==> src/rtl/apb_bridge_pkg.sv <==
// Shared types and address map for the AHB-to-APB bridge.
package apb_bridge_pkg;

  localparam int NUM_SLV = 3;

  // Each peripheral owns one 64 MB window; index i selects pselx[i].
  localparam logic [31:0] SLV_MASK = 32'hFC00_0000;
  localparam logic [NUM_SLV-1:0][31:0] SLV_BASE = {
    32'h8800_0000, 32'h8400_0000, 32'h8000_0000
  };

  typedef enum logic [1:0] {
    IDLE   = 2'd0,
    SETUP  = 2'd1,
    ACCESS = 2'd2
  } state_e;

endpackage

==> src/rtl/apb_master_ctrl_if.sv <==
// Request/response handshake plus APB2 bus bundle for apb_master_ctrl.
interface apb_master_ctrl_if #(
  parameter int ADDR_W  = 32,
  parameter int DATA_W  = 32,
  parameter int NUM_SLV = 3
);
  logic              req_valid;
  logic              req_write;
  logic [ADDR_W-1:0] req_addr;
  logic [DATA_W-1:0] req_wdata;
  logic              req_ready;

  logic              rsp_valid;
  logic [DATA_W-1:0] rsp_rdata;
  logic              rsp_err;

  logic [NUM_SLV-1:0] pselx;
  logic               penable;
  logic               pwrite;
  logic [ADDR_W-1:0]  paddr;
  logic [DATA_W-1:0]  pwdata;
  logic [DATA_W-1:0]  prdata;

  modport master (
    input  req_valid, req_write, req_addr, req_wdata, prdata,
    output req_ready, rsp_valid, rsp_rdata, rsp_err,
           pselx, penable, pwrite, paddr, pwdata
  );

  modport slave (
    output req_valid, req_write, req_addr, req_wdata, prdata,
    input  req_ready, rsp_valid, rsp_rdata, rsp_err,
           pselx, penable, pwrite, paddr, pwdata
  );
endinterface

==> src/rtl/apb_addr_decode.sv <==
// Combinational address -> one-hot peripheral select; shared with the AHB slave side.
module apb_addr_decode
  import apb_bridge_pkg::*;
#(
  parameter int ADDR_W  = 32,
  parameter int NUM_SLV = apb_bridge_pkg::NUM_SLV
) (
  input  logic [ADDR_W-1:0]  addr,
  output logic [NUM_SLV-1:0] sel,
  output logic               valid
);

  for (genvar i = 0; i < NUM_SLV; i++) begin : g_slv
    assign sel[i] = ((addr & ADDR_W'(SLV_MASK)) == ADDR_W'(SLV_BASE[i]));
  end

  assign valid = |sel;

endmodule

==> src/rtl/apb_master_ctrl.sv <==
// APB2 initiator: SETUP/ACCESS sequencing, select decode and one-cycle response
// back to the AHB-side pipeline.
module apb_master_ctrl
  import apb_bridge_pkg::*;
#(
  parameter int ADDR_W  = 32,
  parameter int DATA_W  = 32,
  parameter int NUM_SLV = apb_bridge_pkg::NUM_SLV
) (
  input logic               hclk,
  input logic               hresetn,
  apb_master_ctrl_if.master bus
);

  typedef struct packed {
    logic              write;
    logic [ADDR_W-1:0] addr;
    logic [DATA_W-1:0] wdata;
  } req_t;

  typedef struct packed {
    logic              valid;
    logic              err;
    logic [DATA_W-1:0] rdata;
  } rsp_t;

  localparam rsp_t RSP_ERR = '{valid: 1'b1, err: 1'b1, rdata: '0};

  state_e             state_q, state_d;
  req_t               req_q, req_d;
  rsp_t               rsp_q, rsp_d;
  logic [NUM_SLV-1:0] psel_q, psel_d;
  logic               pen_q, pen_d;
  logic               err_pend_q, err_pend_d;

  logic [NUM_SLV-1:0] dec_sel;
  logic               dec_valid;
  logic               req_ready;
  logic               accept;
  req_t               req_in;

  apb_addr_decode #(.ADDR_W(ADDR_W), .NUM_SLV(NUM_SLV)) u_dec (
    .addr  (bus.req_addr),
    .sel   (dec_sel),
    .valid (dec_valid)
  );

  // Gated by hresetn so the port reads 0 while reset is held.
  assign req_ready = hresetn && (state_q != SETUP);
  assign accept    = bus.req_valid && req_ready;
  assign req_in    = '{write: bus.req_write, addr: bus.req_addr, wdata: bus.req_wdata};

  always_ff @(posedge hclk or negedge hresetn) begin
    if (!hresetn) begin
      state_q    <= IDLE;
      req_q      <= '0;
      rsp_q      <= '0;
      psel_q     <= '0;
      pen_q      <= 1'b0;
      err_pend_q <= 1'b0;
    end else begin
      state_q    <= state_d;
      req_q      <= req_d;
      rsp_q      <= rsp_d;
      psel_q     <= psel_d;
      pen_q      <= pen_d;
      err_pend_q <= err_pend_d;
    end
  end

  always_comb begin
    state_d = state_q;
    case (state_q)
      IDLE:    if (accept && dec_valid) state_d = SETUP;
      SETUP:   state_d = ACCESS;
      ACCESS:  state_d = (accept && dec_valid) ? SETUP : IDLE;
      default: state_d = IDLE;
    endcase
  end

  always_comb begin
    req_d      = req_q;
    rsp_d      = '0;
    psel_d     = '0;
    pen_d      = 1'b0;
    err_pend_d = 1'b0;
    case (state_q)
      IDLE: begin
        if (err_pend_q) rsp_d = RSP_ERR;
        if (accept) begin
          if (dec_valid) begin
            req_d  = req_in;
            psel_d = dec_sel;
          end else if (err_pend_q) begin
            err_pend_d = 1'b1;
          end else begin
            rsp_d = RSP_ERR;
          end
        end
      end
      SETUP: begin
        psel_d = psel_q;
        pen_d  = 1'b1;
      end
      ACCESS: begin
        rsp_d.valid = 1'b1;
        rsp_d.rdata = req_q.write ? '0 : bus.prdata;
        // A bad address arriving at the ACCESS edge queues its error behind the success pulse.
        if (accept) begin
          if (dec_valid) begin
            req_d  = req_in;
            psel_d = dec_sel;
          end else begin
            err_pend_d = 1'b1;
          end
        end
      end
      default: ;
    endcase
  end

  assign bus.req_ready = req_ready;
  assign bus.rsp_valid = rsp_q.valid;
  assign bus.rsp_err   = rsp_q.err;
  assign bus.rsp_rdata = rsp_q.rdata;
  assign bus.pselx     = psel_q;
  assign bus.penable   = pen_q;
  assign bus.pwrite    = req_q.write;
  assign bus.paddr     = req_q.addr;
  assign bus.pwdata    = req_q.wdata;

endmodule

==> src/flat_wrapper.sv <==
// flat-port wrapper written by rule: the top's interface ports become plain ports
module apb_master_ctrl_flat import apb_bridge_pkg::*;
#(
  parameter int ADDR_W  = 32,
  parameter int DATA_W  = 32,
  parameter int NUM_SLV = apb_bridge_pkg::NUM_SLV
)
  (hclk, hresetn, bus_req_valid, bus_req_write, bus_req_addr, bus_req_wdata, bus_prdata, bus_req_ready, bus_rsp_valid, bus_rsp_rdata, bus_rsp_err, bus_pselx, bus_penable, bus_pwrite, bus_paddr, bus_pwdata);
  apb_master_ctrl_if #(.ADDR_W(ADDR_W), .DATA_W(DATA_W), .NUM_SLV(NUM_SLV)) bus_i ();
  input logic hclk;
  input logic hresetn;
  input wire logic [$bits(bus_i.req_valid)-1:0] bus_req_valid;
  input wire logic [$bits(bus_i.req_write)-1:0] bus_req_write;
  input wire logic [$bits(bus_i.req_addr)-1:0] bus_req_addr;
  input wire logic [$bits(bus_i.req_wdata)-1:0] bus_req_wdata;
  input wire logic [$bits(bus_i.prdata)-1:0] bus_prdata;
  output wire logic [$bits(bus_i.req_ready)-1:0] bus_req_ready;
  output wire logic [$bits(bus_i.rsp_valid)-1:0] bus_rsp_valid;
  output wire logic [$bits(bus_i.rsp_rdata)-1:0] bus_rsp_rdata;
  output wire logic [$bits(bus_i.rsp_err)-1:0] bus_rsp_err;
  output wire logic [$bits(bus_i.pselx)-1:0] bus_pselx;
  output wire logic [$bits(bus_i.penable)-1:0] bus_penable;
  output wire logic [$bits(bus_i.pwrite)-1:0] bus_pwrite;
  output wire logic [$bits(bus_i.paddr)-1:0] bus_paddr;
  output wire logic [$bits(bus_i.pwdata)-1:0] bus_pwdata;
  assign bus_i.req_valid = bus_req_valid;
  assign bus_i.req_write = bus_req_write;
  assign bus_i.req_addr = bus_req_addr;
  assign bus_i.req_wdata = bus_req_wdata;
  assign bus_i.prdata = bus_prdata;
  assign bus_req_ready = bus_i.req_ready;
  assign bus_rsp_valid = bus_i.rsp_valid;
  assign bus_rsp_rdata = bus_i.rsp_rdata;
  assign bus_rsp_err = bus_i.rsp_err;
  assign bus_pselx = bus_i.pselx;
  assign bus_penable = bus_i.penable;
  assign bus_pwrite = bus_i.pwrite;
  assign bus_paddr = bus_i.paddr;
  assign bus_pwdata = bus_i.pwdata;
  apb_master_ctrl #(.ADDR_W(ADDR_W), .DATA_W(DATA_W), .NUM_SLV(NUM_SLV)) u_core (.hclk(hclk), .hresetn(hresetn), .bus(bus_i));
endmodule
==> config.mk <==
export PLATFORM = sky130hd
export DESIGN_NAME = apb_master_ctrl_flat
export DESIGN_NICKNAME = d
export VERILOG_FILES = /design/src/rtl/apb_bridge_pkg.sv /design/src/rtl/apb_master_ctrl_if.sv /design/src/rtl/apb_addr_decode.sv /design/src/rtl/apb_master_ctrl.sv /design/src/flat_wrapper.sv
export SDC_FILE = /design/constraint.sdc
export NUM_CORES = 1
export LEC_CHECK = 0
export BUFFER_PORTS_ARGS = -buffer_cell sky130_fd_sc_hd__buf_2
export CAP_MARGIN = 10
export CORE_UTILIZATION = 40
export DETAILED_ROUTE_END_ITERATION = 10
export HOLD_SLACK_MARGIN = 0.15
export PLACE_DENSITY = 0.7
export SLEW_MARGIN = 20
export SYNTH_ARGS = -nofsm -noshare
export SYNTH_HDL_FRONTEND = slang
export SYNTH_SLANG_ARGS = --single-unit
==> constraint.sdc <==
create_clock -name hclk -period 2.1 [get_ports hclk]
set_input_delay 0.105 -clock hclk [delete_from_list [all_inputs] [get_ports hclk]]
set_output_delay 0.105 -clock hclk [all_outputs]
set_load 0.005 [all_outputs]
Yosys cells after proc, flatten, opt, wreduce, memory -nomap -nowiden
Cells that the tools add are included.
{"block": "word_totals", "reg_bits": 106, "latchBits": 0, "mem_bits_rw": 0, "mem_bits_ro": 0, "inputBits": 100, "output_inout_bits": 104, "wordCells": 45, "memories": 0}
{"block": "classes", "addsub": 0, "mul": 0, "div_mod_pow": 0, "n_lt_le_gt_ge": 0, "n_eq_ne": 7, "shift": 0, "muxes": 21, "bitwise_logic": 0, "reduce_logical": 7}
{"op": "34-bit 2-to-1 mux", "count": 4}
{"op": "32-bit one-hot mux with 2 select lines", "count": 1}
{"op": "32-bit 2-to-1 mux", "count": 1}
{"op": "6-bit == test, second input constant", "count": 3}
{"op": "1-bit 2-to-1 mux", "count": 8}
{"op": "3-bit 2-to-1 mux", "count": 2}
{"op": "2-bit one-hot mux with 3 select lines", "count": 1}
{"op": "3-bit one-hot mux with 2 select lines", "count": 1}
{"op": "2-bit by 1-bit != test with 1-bit output, second input constant", "count": 2}
{"op": "1-bit one-hot mux with 2 select lines", "count": 2}
{"op": "1-bit logical AND", "count": 3}
{"op": "3-bit AND reduction", "count": 1}
{"op": "3-bit OR reduction", "count": 1}
{"op": "2-bit by 1-bit == test with 1-bit output, second input constant", "count": 1}
{"op": "2-bit == test, second input constant", "count": 1}
{"op": "2-bit logical NOT", "count": 1}
{"op": "2-bit 2-to-1 mux", "count": 1}
{"op": "2-bit OR reduction", "count": 1}

Logic depth before layout (Yosys ltp)
Gate-level depths: netlist of run 1.
{"block": "depth", "ltp_word": 6, "mapped_depth": 5, "depth_no_buf": 3}

Cells and area by module
From an unflattened synthesis of run 1, not the netlist that was laid out.
{"block": "hier_totals", "hier_cells": 234, "area_unflattened_um2": 3826.2}
{"module": "apb_master_ctrl", "instances": 1, "cells_each": 229, "area_per_inst_um2": 3777.4, "seq_area_each_um2": 2652.5}
{"module": "apb_addr_decode", "instances": 1, "cells_each": 5, "area_per_inst_um2": 48.8, "seq_area_each_um2": 0.0}

Least setup slack after synthesis of run 1
Ideal clock, no wire load.
{"block": "synth_timing", "path_type": "input to register", "start": "input port bus_req_addr[29]", "end": "register u_core.req_q (netlist bit u_core.bus.paddr[12])", "setup_ns": 0.125, "arrival_time_ns": 1.623, "required_ns": 1.975, "slack_ns": 0.352, "path_stages": 5, "path_buffers": 2, "path_cell_list": "or4b_4 > or3b_1 > buf_6 > buf_6 > mux2_4"}
{"block": "synth_via", "elab_chain_len": 3, "word_cells_on_any_way": 5, "classes_between": "3 x eq/ne; 2 x reduce/logical"}
{"item": "start: declaration", "line": "flat_wrapper.sv:14", "source": "input wire logic [$bits(bus_i.req_addr)-1:0] bus_req_addr;"}
{"item": "6-bit == test", "line": "apb_addr_decode.sv:14", "source": "assign sel[i] = ((addr & ADDR_W'(SLV_MASK)) == ADDR_W'(SLV_BASE[i]));"}
{"item": "3-bit OR reduction *", "line": "apb_addr_decode.sv:17", "source": "assign valid = |sel;"}
{"item": "3-bit AND reduction (no line) *"}
{"item": "end signal: assignment", "line": "apb_master_ctrl.sv:63", "source": "req_q <= req_d;"}
{"item": "end: declaration", "line": "apb_master_ctrl.sv:30", "source": "req_t req_q, req_d;"}
Every way passes the cells marked *; elsewhere a longest branch is shown, timed or not.
A chain may end at the register's enable or synchronous reset.

Worst setup path after layout of run 1
{"block": "layout_timing", "start": "register u_core.state_q[0]", "end": "register u_core.req_q (netlist bit u_core.bus.pwdata[17])"}
{"block": "layout_via", "elab_chain_len": 4, "word_cells_on_any_way": 7, "classes_between": "2 x eq/ne; 5 x reduce/logical"}
{"item": "start: declaration", "line": "apb_master_ctrl.sv:29", "source": "state_e state_q, state_d;"}
{"item": "start signal: assignment", "line": "apb_master_ctrl.sv:62", "source": "state_q <= state_d;"}
{"item": "2-bit by 1-bit != test with 1-bit output", "line": "apb_master_ctrl.sv:49", "source": "assign req_ready = hresetn && (state_q != SETUP);"}
{"item": "1-bit logical AND", "line": "apb_master_ctrl.sv:49"}
{"item": "1-bit logical AND", "line": "apb_master_ctrl.sv:50", "source": "assign accept = bus.req_valid && req_ready;"}
{"item": "3-bit AND reduction (no line) *"}
Marks and branches as above.

==> run_results.csv, run 1 <==
group,metric,value,unit
placement,portBuffers,203,
setup_path,start_kind,"flop",
outcome,outcome,"complete, no violations",
global_routing,grtUsageTotal,20.32,%
floorplan,die_area,10320,um^2
setup_path,path_buf_inv,1,
setup_path,worstReg2RegStart,"u_core.state_q[0]$_DFFE_PN0P_",
power_and_ir_drop,p_sw,0.001098,W
cells_and_area,stdcell_count,677,
cells_and_area,register_area,2653,um^2
global_routing,antenna_found_initial,0,
sta,drv_slew,0,
logic_synthesis,synth_top_area_share,66.88,%
setup_path,path_max_fanout,33,
route,drc_errors,0,
floorplan,initial_core_util,42.13,%
min_path,hp-class,"in2reg",
global_routing,grt_pass1_wl,15.91,mm
sta,rsz0062_at_grt,"no",
cells_and_area,multiInputGateArea,1226,um^2
clock_network,numCtsBuffers,9,
logic_synthesis,ys_warn_count,0,
setup_path,worstSetupPathType,"reg2reg",
setup_path,worstPathRequired,2330,ps
placement,place.gp.congestion,0.7483,
logic_synthesis,yosys_register_bits,106,
setup_path,rr_endpoint,"u_core.bus.pwdata[17]$_DFFE_PN0P_",
global_routing,grt_pass1_vias,3364,
cells_and_area,fin_nets,643,
logic_synthesis,synthTopCellsByCount,"dfrtp_1, mux2_4, and2_1, mux2_2, buf_6",
logic_synthesis,synth.most_common_cell,"dfrtp_1",
sta,post-route-min-period,1809,ps
setup_path,critical-path-top-delay-family,"simple AND/OR/NAND/NOR gates",
floorplan,io_pins,204,
logic_synthesis,ys.flop_type,"dfrtp_1",
sta,tightest_slew,786.5,ps
setup_path,cp_cell_sequence,"nand3b_1 > or3b_4 > buf_12 > mux2_4",
placement,dp_hpwl,6.256,mm
cells_and_area,antenna-diode-count,0,
clock_network,htreeDepth,3,
flow_run,cap_viol_max_count,0,
route,totalWireLength,10.34,mm
clock_network,clk_pin_slew,100,ps
route,drt-vias-per-instance,4.498,
setup_path,cp-startpoint,"u_core.state_q[0]$_DFFE_PN0P_",
power_and_ir_drop,vdd_drop_max,0.0004126,V
logic_synthesis,synthTopCellsByArea,"dfrtp_1, mux2_4, and2_1",
logic_synthesis,synth_edf_count,0,
cells_and_area,drive_gt1_share,52.37,%
route,drt_iter0_drc,56,
route,drtPass1Iterations,4,
global_routing,grt_remaining_overflow,0,
sta,hold_violations,0,
min_path,min_to,"u_core.bus.paddr[26]$_DFFE_PN0P_",
power_and_ir_drop,p_int,0.003415,W
logic_synthesis,synth_nets,338,
setup_path,crit_slowest_cell,"dfrtp_1",
clock_network,post_cts_buffers,0,
power_and_ir_drop,power_frac_seq,52.6,%
clock_network,cts_tree,"done",
clock_network,cts_sinks,106,
logic_synthesis,synthArstFlopShare,100.0,%
power_and_ir_drop,switching_share,24.33,%
floorplan,core,9415,um^2
min_path,holdPathStages,4,
sta,maxSlewHeadroom,47.57,%
floorplan,chipHeight,101.6,um
logic_synthesis,ys_types,25,
route,ant_nets,0,
clock_network,cts-resized-gates,0,
placement,placed_cells,565,
sta,fin_crit_sh,86.14,%
power_and_ir_drop,p_leak,3.565,nW
power_and_ir_drop,combPwrFrac,18.6,%
cells_and_area,area_delta_synth_final,58.93,%
floorplan,die_w,101.6,um
sta,setup_tns,0,ps
clock_network,ctsHoldBuffers,96,
setup_path,r2r_cells,4,
route,vias,3045,
clock_network,clk_latency,350,ps
power_and_ir_drop,power_density,716.0,nW/um^2
clock_network,cts_buffer_depth,2,
min_path,hp-start,"bus_req_addr[30]",
sta,setup_viol,0,
placement,dpl_worst_slack,233.0,ps
logic_synthesis,syn_avg_cell_area,16.67,um^2
floorplan,num_rows,35,
logic_synthesis,synth_area_leader_cell,"dfrtp_1",
setup_path,reg2reg_slack,290,ps
sta,fmax,0.5528,GHz
setup_path,end_kind,"flop",
power_and_ir_drop,p_clk_share,28.8,%
setup_path,arrival,2040,ps
logic_synthesis,synthesis.area,3966,um^2
clock_network,root_buffer,"clkbuf_8",
setup_path,slowest_delay,450,ps
sta,finalHoldWorstSlack,208.3,ps
sta,setup_ws,291.1,ps
logic_synthesis,ys_seq_area_share,66.88,%
global_routing,grt_max_degree,65,
route,routedWlPerCell,15.27,um
sta,clock_skew,10.30,ps
cells_and_area,fillCellCount,673,
logic_synthesis,synthCells,238,
power_and_ir_drop,power,0.004513,W
kinds of logic (layout without fill, tap and decap cells):
kind of cell,Yosys count,count (layout),synth area share (%)
flops,106,106,66.88
mux,60,60,21.29
simple gates,51,51,8.076
buf+inv,13,323,2.397
compound gates,8,8,1.356
area by class of cell:
type	count	share of cell area, %
inverters	3	0.1786
clock buffers	10	2.183
flip-flops and latches	106	42.08
well taps	129	2.561
clock inverters	6	1.151
repair buffers	304	32.39
multi-input cells	119	19.45
worst max-delay path by stage:
stage          cells past startpoint                                end  slack [ps]
2_1_floorplan                      5   u_core.bus.paddr[12]$_DFFE_PN0P_         350
3_3_place_gp                       5  u_core.bus.pwdata[21]$_DFFE_PN0P_         250
3_5_place_dp                       5   u_core.bus.paddr[16]$_DFFE_PN0P_         230
4_1_cts                            4  u_core.bus.pwdata[18]$_DFFE_PN0P_         320
5_1_grt                            4  u_core.bus.pwdata[17]$_DFFE_PN0P_         240
6_report                           4  u_core.bus.pwdata[17]$_DFFE_PN0P_         290
worst register-to-register path: cells and delay by family, from the launching register on:
family | cells | cell delay (ps)
simple gates | 2 | 690
buf+inv | 1 | 200
flops | 1 | 450
mux | 1 | 350
registers in the layout, summed over array words and instances (netlist names):
name and cells:
u_core.bus.paddr 32, u_core.bus.pwdata 32, u_core.bus.rsp_rdata 32, u_core.bus.pselx 3, u_core.state_q 2, u_core.bus.penable 1, u_core.bus.pwrite 1, u_core.bus.rsp_err 1
u_core.bus.rsp_valid 1, u_core.err_pend_q 1
metal layers:
layer,vias to the layer above,routed length [um],global-route usage (%),share of wire (%)
met4,0,225,8.250,2.2
met5,-,0,0,0
li1,1399,-,-,-
met2,149,5174,36.17,50
met3,19,809,5.797,7.8
met1,1478,4131,22.85,40
power groups by stage:
stage / Sequential, W / Clock (W) / Combinational (W)
global route: 0.00240 / 0.00142 / 0.000918
floorplan: 0.00242 / 0 / 0.000285
detailed placement: 0.00241 / 0 / 0.000701
global placement: 0.00240 / 0 / 0.000681
CTS: 0.00237 / 0.00135 / 0.000838
finish: 0.00237 / 0.00130 / 0.000840
stage by stage:
stage | utilization [%] | cell area, um^2
floorplan | - | 3966
global placement | 54.51 | 5132
detailed placement | 54.51 | 5132
CTS | 66.95 | 6304
global route | 66.95 | 6304
finish | 66.95 | 6304
cell usage in the layout, fill, tap and decap left out, types with 3 or more instances in the layout:
cell type and count:
dfrtp_1 106, and2_1 35, nor2b_1 3, nand2_1 4
clkinvlp_4 3, dlygate4sd3_1 96, buf_4 4, clkbuf_8 10
buf_2 202, inv_1 3, mux2_4 45, mux2_2 15
(Power assumes the default switching activity.)
==> run 2: changes to the inputs <==
Settings changed: PLACE_DENSITY 0.7 to 0.72.
==> run_results.csv, run 2 (synthesis gave the netlist of run 1 again) <==
group,metric,value,unit
sta,clock_skew,11.53,ps
outcome,outcome,"complete, no violations",
clock_network,cts_sinks,106,
setup_path,end_kind,"flop",
route,drt-vias-per-instance,4.597,
route,drt_iter0_drc,86,
min_path,holdPathStages,4,
global_routing,grt_util_met3,5.797,%
sta,rsz0062_at_grt,"no",
setup_path,r2r_cells,4,
placement,portBuffers,203,
global_routing,grt_use_met1,22.71,%
cells_and_area,final_cell_mix,"buf_2, dfrtp_1, dlygate4sd3_1, mux2_4, and2_1",
route,ant_nets,0,
power_and_ir_drop,power,0.004568,W
flow_run,cap_viol_max_count,0,
setup_path,worstSetupPathType,"in2reg",
placement,dpl_worst_slack,173.1,ps
floorplan,io_pins,204,
setup_path,start_kind,"input pin",
floorplan,num_rows,35,
floorplan,chipHeight,101.6,um
sta,setup_ws,14.36,ps
sta,finalHoldWorstSlack,219.5,ps
placement,place.gp.congestion,0.7088,
min_path,hp-class,"in2reg",
power_and_ir_drop,vdd_drop_max,0.0003941,V
power_and_ir_drop,p_leak,3.590,nW
setup_path,path_max_fanout,33,
sta,fmax,0.4795,GHz
route,vias,3112,
route,totalWireLength,10.73,mm
sta,setup_tns,0,ps
global_routing,grtUsageTotal,20.74,%
cells_and_area,fin_nets,643,
clock_network,cts_buffer_depth,2,
setup_path,worstPathRequired,2360,ps
clock_network,root_buffer,"clkbuf_8",
global_routing,grt_pass1_wl,16.24,mm
clock_network,cts_tree,"done",
global_routing,antenna_found_initial,0,
clock_network,clk_pin_slew,110,ps
global_routing,grt_pass1_vias,3350,
floorplan,initial_core_util,42.13,%
sta,maxSlewHeadroom,63.48,%
clock_network,clk_latency,360,ps
route,routedWlPerCell,15.85,um
cells_and_area,antenna-diode-count,0,
clock_network,numCtsBuffers,9,
cells_and_area,area_delta_synth_final,59.84,%
floorplan,core,9415,um^2
cells_and_area,drive_gt1_share,52.19,%
sta,tightest_slew,547.7,ps
sta,post-route-min-period,2086,ps
floorplan,die_area,10320,um^2
global_routing,top_usage_layer,"met2",
route,drc_errors,0,
power_and_ir_drop,power_density,720.6,nW/um^2
setup_path,arrival,2340,ps
sta,setup_viol,0,
floorplan,die_w,101.6,um
sta,hold_violations,0,
route,drtPass1Iterations,4,
cells_and_area,mostFrequentLayoutCell,"buf_2",
clock_network,htreeDepth,3,
cells_and_area,postLayoutCoreUtil,67.34,%
sta,fin_crit_sh,99.32,%
global_routing,grt_max_degree,109,
placement,dp_hpwl,5.989,mm
global_routing,grt_remaining_overflow,0,
global_routing,use_met2,38.05,%
sta,drv_slew,0,
-- run 2: cell types whose count changed in the layout (fill, tap and decap cells not counted), sizes merged --
cell,previous run,this run
clkinvlp,3,0
buf,208,206
clkinv,0,2
inv,5,7
dlygate4sd3,96,97
-- run 2: report_power, final --
part           leakage (nW)  switching, W  internal, W  total [W]
Clock                 0.111      0.000766     0.000590    0.00136
Sequential             1.42      0.000118      0.00225    0.00237
Combinational          2.06      0.000274     0.000567   0.000841
Total                  3.59       0.00116      0.00341    0.00457
-- run 2: final timing paths --
path / from / slack [ps] / end
min reg2reg: u_core.bus.paddr[31]$_DFFE_PN0P_ / 470 / u_core.bus.paddr[31]$_DFFE_PN0P_
min: bus_req_addr[29] / 220 / u_core.bus.paddr[26]$_DFFE_PN0P_
max in group asynchronous: hresetn / 1310 / u_core.bus.rsp_rdata[2]$_DFF_PN0_
max reg2reg: u_core.state_q[0]$_DFFE_PN0P_ / 240 / u_core.bus.pwdata[3]$_DFFE_PN0P_
min in group asynchronous: hresetn / 390 / u_core.bus.pwdata[27]$_DFFE_PN0P_
max: bus_req_addr[28] / 10 / u_core.bus.pwdata[3]$_DFFE_PN0P_
-- run 2: final cells by class --
type / count / area, um^2
inverters: 3 / 11.26
clock buffers: 9 / 123.9
fillers: 670 / 3075
repair buffers: 304 / 2069
well taps: 129 / 161.4
flip-flops and latches: 106 / 2653
clock inverters: 7 / 95.09
multi-input cells: 119 / 1226
-- run 2: metal layers --
layer | up-vias | wire length (um)
met5 | - | 0
met2 | 148 | 5501
met3 | 19 | 755
li1 | 1406 | -
met1 | 1539 | 4231
met4 | 0 | 241
-- run 2: what timing repair did --
action | in CTS | in global routing
endpoints found under the hold margin | 204 | 0
resized for setup | 0 | 1
setup buffers | 0 | 0
setup endpoints to repair | 0 | 34
hold buffers | 97 | 0
-- run 2: worst max-delay path: stages --
cell and delay [ps]:
dlygate4sd3_1 530, buf_2 130, or4b_4 530, or3b_4 460, buf_16 210, mux2_4 340
-- run 2: metrics by stage --
stage | area (um^2) | std cells
2_1_floorplan | 3966 | 238
3_3_place_gp | 5117 | 563
3_5_place_dp | 5117 | 563
4_1_cts | 6307 | 676
5_1_grt | 6340 | 677
6_report | 6340 | 677
==> run 3: changes to the inputs <==
Settings changed: ABC_AREA set to 1, PLACE_DENSITY 0.72 to 0.7.
==> run_results.csv, run 3 <==
group,metric,value,unit
setup_path,r2r_cells,6,
setup_path,worstPathRequired,2000,ps
route,drt-vias-per-instance,4.609,
sta,tightest_slew,669.0,ps
setup_path,crit_top_cell,"buf_4",
logic_synthesis,synth_area_leader_cell,"dfrtp_1",
setup_path,slowest_delay,550,ps
sta,fin_crit_sh,88.98,%
route,drtPass1Iterations,4,
logic_synthesis,synthArstFlopShare,100.0,%
setup_path,path_max_fanout,35,
sta,setup_tns,0,ps
clock_network,cts_buffer_depth,2,
logic_synthesis,ys_seq_area_share,57.84,%
min_path,holdPathStages,6,
clock_network,cts-resized-gates,0,
cells_and_area,mostFrequentLayoutCell,"buf_2",
route,drt_iter0_drc,317,
floorplan,chipHeight,109.1,um
setup_path,end_kind,"primary output",
floorplan,die_w,109.1,um
floorplan,die_area,11900,um^2
clock_network,clk_pin_slew,70,ps
floorplan,core,10980,um^2
placement,place.gp.congestion,0.7428,
logic_synthesis,synthTopCellsByArea,"dfrtp_1, o21bai_1, inv_1",
power_and_ir_drop,p_leak,3.847,nW
sta,hold_violations,0,
outcome,outcome,"complete, no violations",
min_path,hp-start,"bus_req_addr[30]",
setup_path,start_kind,"input pin",
setup_path,rr_endpoint,"u_core.bus.paddr[8]$_DFFE_PN0P_",
logic_synthesis,ys_types,17,
sta,rsz0062_at_grt,"no",
setup_path,arrival,1760,ps
setup_path,worstSetupPathType,"in2out",
placement,dp_hpwl,7.851,mm
sta,drv_slew,0,
logic_synthesis,synthCells,488,
power_and_ir_drop,vdd_drop_max,0.0004621,V
setup_path,crit_slowest_cell,"dlygate4sd3_1",
min_path,hp-class,"in2reg",
global_routing,grt_pass1_vias,4345,
clock_network,htreeDepth,3,
setup_path,cp_cell_sequence,"dlygate4sd3_1 > buf_4 > buf_4 > nand2_1 > inv_1 > buf_2",
clock_network,clk_latency,340,ps
logic_synthesis,syn_avg_cell_area,9.397,um^2
placement,portBuffers,203,
route,drc_errors,0,
floorplan,num_rows,38,
logic_synthesis,synth.most_common_cell,"dfrtp_1",
cells_and_area,drive_gt1_share,31.29,%
min_path,min_to,"u_core.bus.pselx[0]$_DFFE_PN0N_",
clock_network,numCtsBuffers,9,
clock_network,cts_tree,"done",
global_routing,grt_max_degree,54,
route,totalWireLength,12.86,mm
sta,fmax,0.5352,GHz
cells_and_area,fin_nets,878,
floorplan,initial_core_util,41.75,%
logic_synthesis,ys.flop_type,"dfrtp_1",
setup_path,reg2reg_slack,410,ps
placement,dpl_worst_slack,430.3,ps
floorplan,io_pins,204,
route,vias,4254,
sta,setup_viol,0,
power_and_ir_drop,power_density,788.6,nW/um^2
setup_path,worstReg2RegStart,"u_core.state_q[0]$_DFFE_PN0P_",
logic_synthesis,synthTopCellsByCount,"dfrtp_1, inv_1, nand2_1, o21bai_1, nand3_1",
logic_synthesis,synth_nets,588,
global_routing,grt_remaining_overflow,0,
global_routing,grt_pass1_wl,20.29,mm
global_routing,grtUsageTotal,22.27,%
logic_synthesis,yosys_register_bits,106,
cells_and_area,final_cell_mix,"buf_2, dfrtp_1, inv_1, dlygate4sd3_1, nand2_1",
route,ant_nets,0,
cells_and_area,area_delta_synth_final,52.36,%
sta,post-route-min-period,1869,ps
sta,clock_skew,4.559,ps
route,routedWlPerCell,13.93,um
sta,maxSlewHeadroom,55.40,%
logic_synthesis,ys_warn_count,0,
sta,setup_ws,231.4,ps
global_routing,antenna_found_initial,0,
logic_synthesis,synth_top_area_share,57.84,%
logic_synthesis,synthesis.area,4586,um^2
cells_and_area,fillCellCount,875,
logic_synthesis,synth_edf_count,0,
flow_run,cap_viol_max_count,0,
clock_network,cts_sinks,106,
cells_and_area,antenna-diode-count,0,
clock_network,root_buffer,"clkbuf_16",
[run 3: logic make-up (layout without fill, tap and decap cells)]
group	after synthesis	count (layout)	share of synthesized area, %
flops	106	106	57.84
buf+inv	135	430	12.80
simple gates	183	183	18.99
compound gates	64	64	10.37
[run 3: power by group]
part | total, W | switching, W | internal [W] | leakage, nW
clock | 0.00180 | 0.000748 | 0.00105 | 0.153
combinational | 0.00121 | 0.000557 | 0.000653 | 2.41
sequential | 0.00250 | 0.000159 | 0.00234 | 1.29
[run 3: critical path, delay by kind of cell]
family / cells / cell delay (ps)
AND/OR/NAND/NOR: 1 / 110
buffers and inverters: 5 / 1540
[run 3: what timing repair did]
action / in CTS / in global routing
hold endpoints to repair: 149 / 0
hold buffers: 95 / 0
setup buffers: 0 / 0
[run 3: worst max-delay path by stage]
stage,from,end,slack (ps),cells after the start
2_1_floorplan,u_core.state_q[0]$_DFFE_PN0P_,u_core.bus.paddr[0]$_DFFE_PN0P_,890,6
6_report,hresetn,bus_req_ready,230,6
3_5_place_dp,u_core.state_q[0]$_DFFE_PN0P_,u_core.bus.paddr[17]$_DFFE_PN0P_,430,6
4_1_cts,hresetn,bus_req_ready,190,6
5_1_grt,hresetn,bus_req_ready,30,6
3_3_place_gp,u_core.state_q[0]$_DFFE_PN0P_,u_core.bus.paddr[10]$_DFFE_PN0P_,500,6
[run 3: metrics by stage]
step           hold WS [ps]  utilization, %  instance area [um^2]  instances  total power, W
2_1_floorplan        -190.6               -                  4586        488        0.003041
3_3_place_gp          22.53           52.05                  5717        812        0.003565
3_5_place_dp          33.02           52.05                  5717        812        0.003606
4_1_cts               151.1           63.61                  6987        923        0.005564
5_1_grt               196.8           63.61                  6987        923        0.005840
6_report              165.0           63.61                  6987        923        0.005510
[run 3: per-layer routing]
metal	up-vias	wire, um	part of all wire, %	GRT usage, %
met5	-	0	0	0
met1	2004	5387	42	26.84
met4	0	269	2.1	9.653
met2	164	6263	49	36.70
met3	30	937	7.3	6.754
li1	2056	-	-	-
[run 3: area by class of cell]
class,count,area [um^2],share of cell area (%)
clock inverters,6,90.09,1.289
flip-flops and latches,106,2653,37.97
repair buffers,308,2082,29.80
well taps,140,175.2,2.507
inverters,106,397.9,5.695
clock buffers,10,229.0,3.277
multi-input cells,247,1360,19.47
